<file path="src/rtl/dual_mem_port_sched_pkg.sv">
// Shared types for the data-SRAM port scheduler: FSM states and read-routing tags.
package dual_mem_port_sched_pkg;

    typedef enum logic {
        ST_IDLE   = 1'b0,
        ST_SECOND = 1'b1
    } state_e;

    typedef enum logic [1:0] {
        ROUTE_NONE = 2'd0,
        ROUTE_I1   = 2'd1,
        ROUTE_I2   = 2'd2,
        ROUTE_BOTH = 2'd3
    } route_e;

    function automatic logic route_has_i1(input route_e r);
        return (r == ROUTE_I1) || (r == ROUTE_BOTH);
    endfunction

    function automatic logic route_has_i2(input route_e r);
        return (r == ROUTE_I2) || (r == ROUTE_BOTH);
    endfunction

endpackage

</file>
<file path="src/rtl/dual_mem_port_sched.sv">
// Shares the single data-SRAM port between the two issue slots (slot 1 first).
// Optional: MEM_SCHED_LOAD_FUSE_EN merges two same-word loads into one access.
module dual_mem_port_sched
    import dual_mem_port_sched_pkg::*;
#(
    parameter int ADDR_WD = 32,
    parameter int DATA_WD = 32
) (
    input  logic                 clk,
    input  logic                 rst,
    input  logic                 flush,
    input  logic                 ex_stall,

    input  logic                 req_en_i1,
    input  logic                 req_wen_i1,
    input  logic [DATA_WD/8-1:0] req_sel_i1,
    input  logic [ADDR_WD-1:0]   req_addr_i1,
    input  logic [DATA_WD-1:0]   req_wdata_i1,
    input  logic                 kill_i1,

    input  logic                 req_en_i2,
    input  logic                 req_wen_i2,
    input  logic [DATA_WD/8-1:0] req_sel_i2,
    input  logic [ADDR_WD-1:0]   req_addr_i2,
    input  logic [DATA_WD-1:0]   req_wdata_i2,
    input  logic                 kill_i2,

    output logic                 data_sram_en,
    output logic [DATA_WD/8-1:0] data_sram_wen,
    output logic [ADDR_WD-1:0]   data_sram_addr,
    output logic [DATA_WD-1:0]   data_sram_wdata,
    input  logic [DATA_WD-1:0]   data_sram_rdata,

    output logic                 stallreq_mem,
    output logic [DATA_WD-1:0]   rdata_i1,
    output logic [DATA_WD-1:0]   rdata_i2
);

    localparam int SEL_WD = DATA_WD / 8;

    state_e               state_q, state_d;
    route_e               route_q, route_d;
    logic                 last_wr_q, last_wr_d;
    logic [DATA_WD-1:0]   hold_q, hold_d;
    logic                 hold_v_q, hold_v_d;

    logic v1, v2, fuse;

    assign v1 = req_en_i1 & ~kill_i1;
    assign v2 = req_en_i2 & ~kill_i2 & ~kill_i1;

`ifdef MEM_SCHED_LOAD_FUSE_EN
    assign fuse = v1 & v2 & ~req_wen_i1 & ~req_wen_i2 &
                  (req_addr_i1[ADDR_WD-1:2] == req_addr_i2[ADDR_WD-1:2]);
`else
    assign fuse = 1'b0;
`endif

    always_comb begin
        state_d         = state_q;
        route_d         = route_q;
        last_wr_d       = last_wr_q;
        hold_d          = hold_q;
        hold_v_d        = 1'b0;
        data_sram_en    = 1'b0;
        data_sram_wen   = '0;
        data_sram_addr  = '0;
        data_sram_wdata = '0;
        stallreq_mem    = 1'b0;

        if (rst || flush) begin
            state_d   = ST_IDLE;
            route_d   = ROUTE_NONE;
            last_wr_d = 1'b0;
            hold_d    = '0;
        end else begin
            case (state_q)
                ST_IDLE: begin
                    if (!ex_stall) begin
                        if (fuse) begin
                            data_sram_en   = 1'b1;
                            data_sram_addr = {req_addr_i1[ADDR_WD-1:2], 2'b00};
                            route_d        = ROUTE_BOTH;
                            last_wr_d      = 1'b0;
                        end else if (v1) begin
                            data_sram_en    = 1'b1;
                            data_sram_wen   = req_wen_i1 ? req_sel_i1 : {SEL_WD{1'b0}};
                            data_sram_addr  = req_addr_i1;
                            data_sram_wdata = req_wdata_i1;
                            route_d         = ROUTE_I1;
                            last_wr_d       = req_wen_i1;
                            if (v2) begin
                                stallreq_mem = 1'b1;
                                state_d      = ST_SECOND;
                            end
                        end else if (v2) begin
                            data_sram_en    = 1'b1;
                            data_sram_wen   = req_wen_i2 ? req_sel_i2 : {SEL_WD{1'b0}};
                            data_sram_addr  = req_addr_i2;
                            data_sram_wdata = req_wdata_i2;
                            route_d         = ROUTE_I2;
                            last_wr_d       = req_wen_i2;
                        end else begin
                            route_d = ROUTE_NONE;
                        end
                    end
                end
                ST_SECOND: begin
                    // EX is frozen by our stall, so the slot-2 fields are still the pair's.
                    data_sram_en    = v2;
                    data_sram_wen   = (v2 && req_wen_i2) ? req_sel_i2 : {SEL_WD{1'b0}};
                    data_sram_addr  = req_addr_i2;
                    data_sram_wdata = req_wdata_i2;
                    route_d         = v2 ? ROUTE_I2 : ROUTE_NONE;
                    last_wr_d       = req_wen_i2;
                    if (route_q == ROUTE_I1 && !last_wr_q) begin
                        hold_d   = data_sram_rdata;
                        hold_v_d = 1'b1;
                    end
                    state_d = ST_IDLE;
                end
                default: begin
                    state_d = ST_IDLE;
                    route_d = ROUTE_NONE;
                end
            endcase
        end
    end

    always_ff @(posedge clk) begin
        if (rst) begin
            state_q   <= ST_IDLE;
            route_q   <= ROUTE_NONE;
            last_wr_q <= 1'b0;
            hold_q    <= '0;
            hold_v_q  <= 1'b0;
        end else begin
            state_q   <= state_d;
            route_q   <= route_d;
            last_wr_q <= last_wr_d;
            hold_q    <= hold_d;
            hold_v_q  <= hold_v_d;
        end
    end

    always_comb begin
        rdata_i1 = '0;
        rdata_i2 = '0;
        if (!rst) begin
            if (hold_v_q) begin
                rdata_i1 = hold_q;
            end else if (route_has_i1(route_q)) begin
                rdata_i1 = data_sram_rdata;
            end
            if (route_has_i2(route_q)) begin
                rdata_i2 = data_sram_rdata;
            end
        end
    end

endmodule
</file>
<file path="config.mk">
export PLATFORM = sky130hd
export DESIGN_NAME = dual_mem_port_sched
export DESIGN_NICKNAME = d
export VERILOG_FILES = /design/src/rtl/dual_mem_port_sched_pkg.sv /design/src/rtl/dual_mem_port_sched.sv
export SDC_FILE = /design/constraint.sdc
export NUM_CORES = 1
export LEC_CHECK = 0
export ABC_CLOCK_PERIOD_IN_PS = 3700
export BUFFER_PORTS_ARGS = -buffer_cell sky130_fd_sc_hd__buf_2
export CAP_MARGIN = 20
export CORE_AREA = 4 4 118 120
export CTS_BUF_LIST = sky130_fd_sc_hd__clkbuf_8
export DETAILED_ROUTE_END_ITERATION = 16
export DIE_AREA = 0 0 122 124
export SETUP_SLACK_MARGIN = 0.2
export SYNTH_ARGS = -nofsm -noshare
export SYNTH_HDL_FRONTEND = slang
export SYNTH_SLANG_ARGS = --single-unit
</file>
<file path="constraint.sdc">
create_clock -name clk -period 3.7 [get_ports clk]
set_input_delay 0.74 -clock clk [delete_from_list [all_inputs] [get_ports clk]]
set_output_delay 0.74 -clock clk [all_outputs]
set_load 0.02 [all_outputs]
</file>
# Yosys cells after proc, flatten, opt, wreduce, memory -nomap -nowiden
# Index checks and enable logic that the tools add are counted.
[totals] regBits=37 inputBits=178 out_inout_bits=134 wordCells=68
[classes] eq_ne=5 mux=42 bitwise=6 n_reduce_logical=10
[ops] op="32-bit 2-to-1 mux" n=13
[ops] op="32-bit case mux with 2 select lines" n=2
[ops] op="4-bit 2-to-1 mux" n=7
[ops] op="1-bit 2-to-1 mux" n=12
[ops] op="4-bit case mux with 2 select lines" n=1
[ops] op="2-bit 2-to-1 mux" n=3
[ops] op="1-bit case mux with 2 select lines" n=3
[ops] op="2-bit equality test, second input constant" n=2
[ops] op="2-bit case mux with 2 select lines" n=1
[ops] op="2-bit AND reduction" n=2
[ops] op="1-bit AND" n=3
[ops] op="1-bit logical OR" n=3
[ops] op="3-bit inequality test, second input constant" n=1
[ops] op="1-bit NOT" n=3
[ops] op="3-bit OR reduction" n=1
[ops] op="2-bit by 1-bit equality test with 1-bit output, second input constant" n=1
[ops] op="1-bit logical AND" n=2
[ops] op="2-bit inequality test, second input constant" n=1
[ops] op="2-bit OR reduction" n=1
[ops] op="1-bit zero test" n=1

# Depth between registers and ports, before layout
[depth] word_depth=8 depth_mapped=7 mapped_depth_nobuf=4

# Least setup slack after synthesis
# Ideal clock, no wire load.
[synth_path] kind="input-to-output" startpoint="in rst" endpoint="out data_sram_addr[0]" arrival_time_ns=1.923 required_ns=2.960 setup_slack_ns=1.037 path_stages=7 path_buffers=4 cell_sequence="buf_2 or2_1 buf_6 nor3_4 buf_6 buf_6 a22o_1"
[synth_between] elab_chain_cells=2
[synth_lines] element="start, declared" line="dual_mem_port_sched.sv:10" source="input logic rst,"
[synth_lines] element="1-bit logical OR" line="dual_mem_port_sched.sv:71" source="if (rst || flush) begin"
[synth_lines] element="32-bit 2-to-1 mux" line="dual_mem_port_sched.sv:71"
[synth_lines] element="end, declared" line="dual_mem_port_sched.sv:30" source="output logic [ADDR_WD-1:0] data_sram_addr,"
# No other way between the ends.

# Final worst setup path
[layout_path] startpoint="in kill_i1" endpoint="out data_sram_wdata[16]"
[layout_between] elab_chain_cells=7 elab_cells_between_ends=8 cone_classes="mux (5); bitwise (3)"
[layout_lines] element="start, declared" line="dual_mem_port_sched.sv:19" source="input logic kill_i1,"
[layout_lines] element="1-bit NOT *" line="dual_mem_port_sched.sv:49, dual_mem_port_sched.sv:50"
[layout_lines] element="1-bit AND" line="dual_mem_port_sched.sv:50" source="assign v2 = req_en_i2 & ~kill_i2 & ~kill_i1;"
[layout_lines] element="32-bit 2-to-1 mux" line="dual_mem_port_sched.sv:96" source="end else if (v2) begin"
[layout_lines] element="32-bit 2-to-1 mux *" line="dual_mem_port_sched.sv:85" source="end else if (v1) begin"
[layout_lines] element="32-bit 2-to-1 mux *" line="dual_mem_port_sched.sv:79" source="if (!ex_stall) begin"
[layout_lines] element="32-bit case mux with 2 select lines *" line="dual_mem_port_sched.sv:77" source="case (state_q)"
[layout_lines] element="32-bit 2-to-1 mux *" line="dual_mem_port_sched.sv:71"
[layout_lines] element="end, declared" line="dual_mem_port_sched.sv:31" source="output logic [DATA_WD-1:0] data_sram_wdata,"
# Mark *: on every way between the ends. The rest lies on a longest branch, timed or not.

==> impl_metrics.toml <==
[global_route]
grt_pass1_vias = 3541
top_usage_layer = "met2"
grt_pass1_wl_um = 19500
grt-ovfl-total = 0
met3_usage_pct = 4.72
use_met1_pct = 23.2
antenna_found_initial = 2
grtUsageMet2_pct = 25.8
grt_max_degree = 55
track_usage_pct = 16.5

[setup_path]
cp-start-kind = "primary input"
worstPathArrival_ps = 2260
slowest_stage = "nor2_4"
crit_path_max_incr_delay_ps = 290
crit_path_cell_trace = "buf_2 > nor3b_2 > a21oi_1 > nor2_4 > buf_12 > a22o_1 > buf_2"
reg2reg_from = "route_q[0]$_SDFFE_PP0P_"
crit_type = "in2out"
worstPathMaxFanout = 53
worstPathRequired_ps = 2960
worstReg2RegEnd = "hold_q[22]$_SDFFE_PP0P_"
rr_worst_depth = 5
end_kind = "output port"
r2r_slack_ps = 2130
cp_common_cell = "buf_2"

[drt]
drc = 0
num_vias = 4146
ant_nets = 0
drt-total-wl_um = 14200
avgRoutedWirePerCell_um = 15.7
viasPerCell = 4.57
firstDrtPassIters = 5
detailedRoute.firstIterationViolations = 181

[cells_and_area]
final_nets = 908
layout.area.seq_um2 = 742
synthToLayoutAreaGrowth_pct = 60.7
nFillCells = 1468
fin_area_um2 = 4670
multi_input_area_um2 = 1940
drive_gt1_share_pct = 45.8

[sta]
whs_ps = 459
setup_ws_ps = 695
hold_violations = 0
setup_viol = 0
skew_ps = 6.02
report.final.slew_viol_count = 0
slew-limit-headroom_pct = 62.4
timing.final.crit_period_ps = 3000
timing.final.crit_share_pct = 81.2
worst_pin_slew_ps = 565
setup_tns_ps = 0
rsz0062_at_grt = "false"
max_freq_ghz = 0.333

[clock_network]
tritoncts = "yes"
cts_root_buf = "clkbuf_8"
cts.sinks = 37
clk_latency_ps = 290
cts_resized = 0
cts_buffers = 5
htreeDepth = 2
clkTransAtPathRegs_ps = 90
hold_buffers = 0
clk_path_buf_depth = 2
postCtsSetupRepairBufs = 0

[floorplanning]
dieArea_um2 = 15100
start_util_pct = 22.4
num_rows = 42
io_pins = 312
design.core.area_um2 = 13000
dieHeight_um = 124
die_w_um = 122

[placed_design]
io_buffers = 311
placed_area_um2 = 4570
gp_congestion = 0.771
dp_slack_ps = 742
place.detailed.hpwl_um = 11200

[worst_hold_path]
hold_end = "hold_q[5]$_SDFFE_PP0P_"
hp-class = "reg2reg"
hold_start = "hold_q[5]$_SDFFE_PP0P_"
hold_depth = 2

[logic_synthesis]
seq_area_frac_synth_pct = 25.5
synth.avg_cell_area_um2 = 6.54
syn-num-nets = 622
syn_inst = 444
yosys.cell_types.count = 26
synth_area_um2 = 2900
synth-seq-cells = 37
synth_warnings = 0

[power_and_ir_drop]
p_leak_nw = 2.51
pwr-share-seq_pct = 44.7
total_power_w = 0.000893
p_sw_share_pct = 29.9
p_per_area_nw_per_um2 = 191
clockPowerShare_pct = 33.7
power_frac_comb_pct = 21.6
p_switching_w = 0.000267
vdd_drop_max_mv = 0.103
p_int_w = 0.000626

[flow_run]
max_cap_violations = 0

[outcome]
status = "completed"
-- per-stage QoR --
| stage | util [%] | instances |
|---|---|---|
| after floorplan | - | 444 |
| after global placement | 35.2 | 899 |
| after detailed placement | 35.2 | 899 |
| after CTS | 35.9 | 907 |
| after global routing | 35.9 | 907 |
| final | 35.9 | 908 |
-- registers in the layout (all words and copies together), names as in the netlist --
signal,flops
hold_v_q,1
state_q,1
last_wr_q,1
hold_q,32
route_q,2
-- placed cells by master, fill, tap and decap left out, types with 5 or more instances in the layout --
master	synthesis	routed
nand2_1	96	96
nor2_1	75	75
a21oi_1	69	69
buf_4	0	9
and2_1	34	34
dfxtp_1	37	36
a22o_1	64	64
buf_2	10	311
clkbuf_8	0	5
-- critical path: cells and delay by family --
| family | cells | cell delay (ps) |
|---|---|---|
| AND/OR/NAND/NOR | 2 | 570 |
| AO/OA/AOI/OAI | 2 | 340 |
| buffers and inverters | 3 | 580 |
-- cell usage after synthesis (all sizes together) --
cell | number | area [um2]
nor2b | 1 | 6.26
or3b | 1 | 8.76
nand3 | 1 | 5.00
nand3b | 1 | 7.51
nand2 | 96 | 360
a21oi | 69 | 345
a22o | 64 | 561
a22oi | 4 | 30.0
nand2b | 2 | 12.5
or2 | 1 | 6.26
inv | 2 | 7.51
and2 | 34 | 213
o21ai | 4 | 20.0
nor3b | 2 | 20.0
a2bb2oi | 1 | 8.76
dfxtp | 37 | 741
nor2 | 76 | 293
and3 | 3 | 18.8
nor3 | 2 | 21.3
clkbuf | 22 | 82.6
buf | 21 | 136
-- metal layers --
metal / vias up / share of wire [%]
met5: - / 0
met4: 0 / 0.59
met2: 195 / 47
li1: 2086 / -
met1: 1854 / 43
met3: 11 / 9.7
-- power by group through the flow --
| stage | combinational (W) | clock [W] | sequential [W] |
|---|---|---|---|
| final | 0.000193 | 0.000301 | 0.000399 |
| after global routing | 0.000210 | 0.000338 | 0.000399 |
| after CTS | 0.000194 | 0.000322 | 0.000399 |
| after detailed placement | 0.000193 | 0 | 0.000408 |
| after global placement | 0.000193 | 0 | 0.000408 |
| after floorplan | 0.0000640 | 0 | 0.000408 |
-- final cells by class --
type	instances	share of cell area (%)
multi-input combinational	362	41.6
timing repair buffer	322	35.7
sequential	37	15.9
tap	176	4.72
clock buffer	5	1.47
clock inverter	3	0.456
inverter	2	0.161
antenna	1	0.0536
-- worst max-delay path by stage --
stage	cells after the start	start	endpoint	slack, ps
floorplan	7	rst	data_sram_addr[0]	1040
global placement	6	kill_i1	data_sram_addr[24]	800
detailed placement	7	kill_i1	data_sram_wdata[31]	740
CTS	7	kill_i1	data_sram_wdata[31]	740
global route	7	kill_i1	data_sram_addr[24]	600
finish	7	kill_i1	data_sram_wdata[16]	700
-- cell families after synthesis --
logic type      after synthesis  synth area share, %
compound gates              142                 33.2
simple gates                220                 33.5
buf+inv                      45                 7.80
flops                        37                 25.5
No activity file was read; power rests on OpenSTA's default activity.
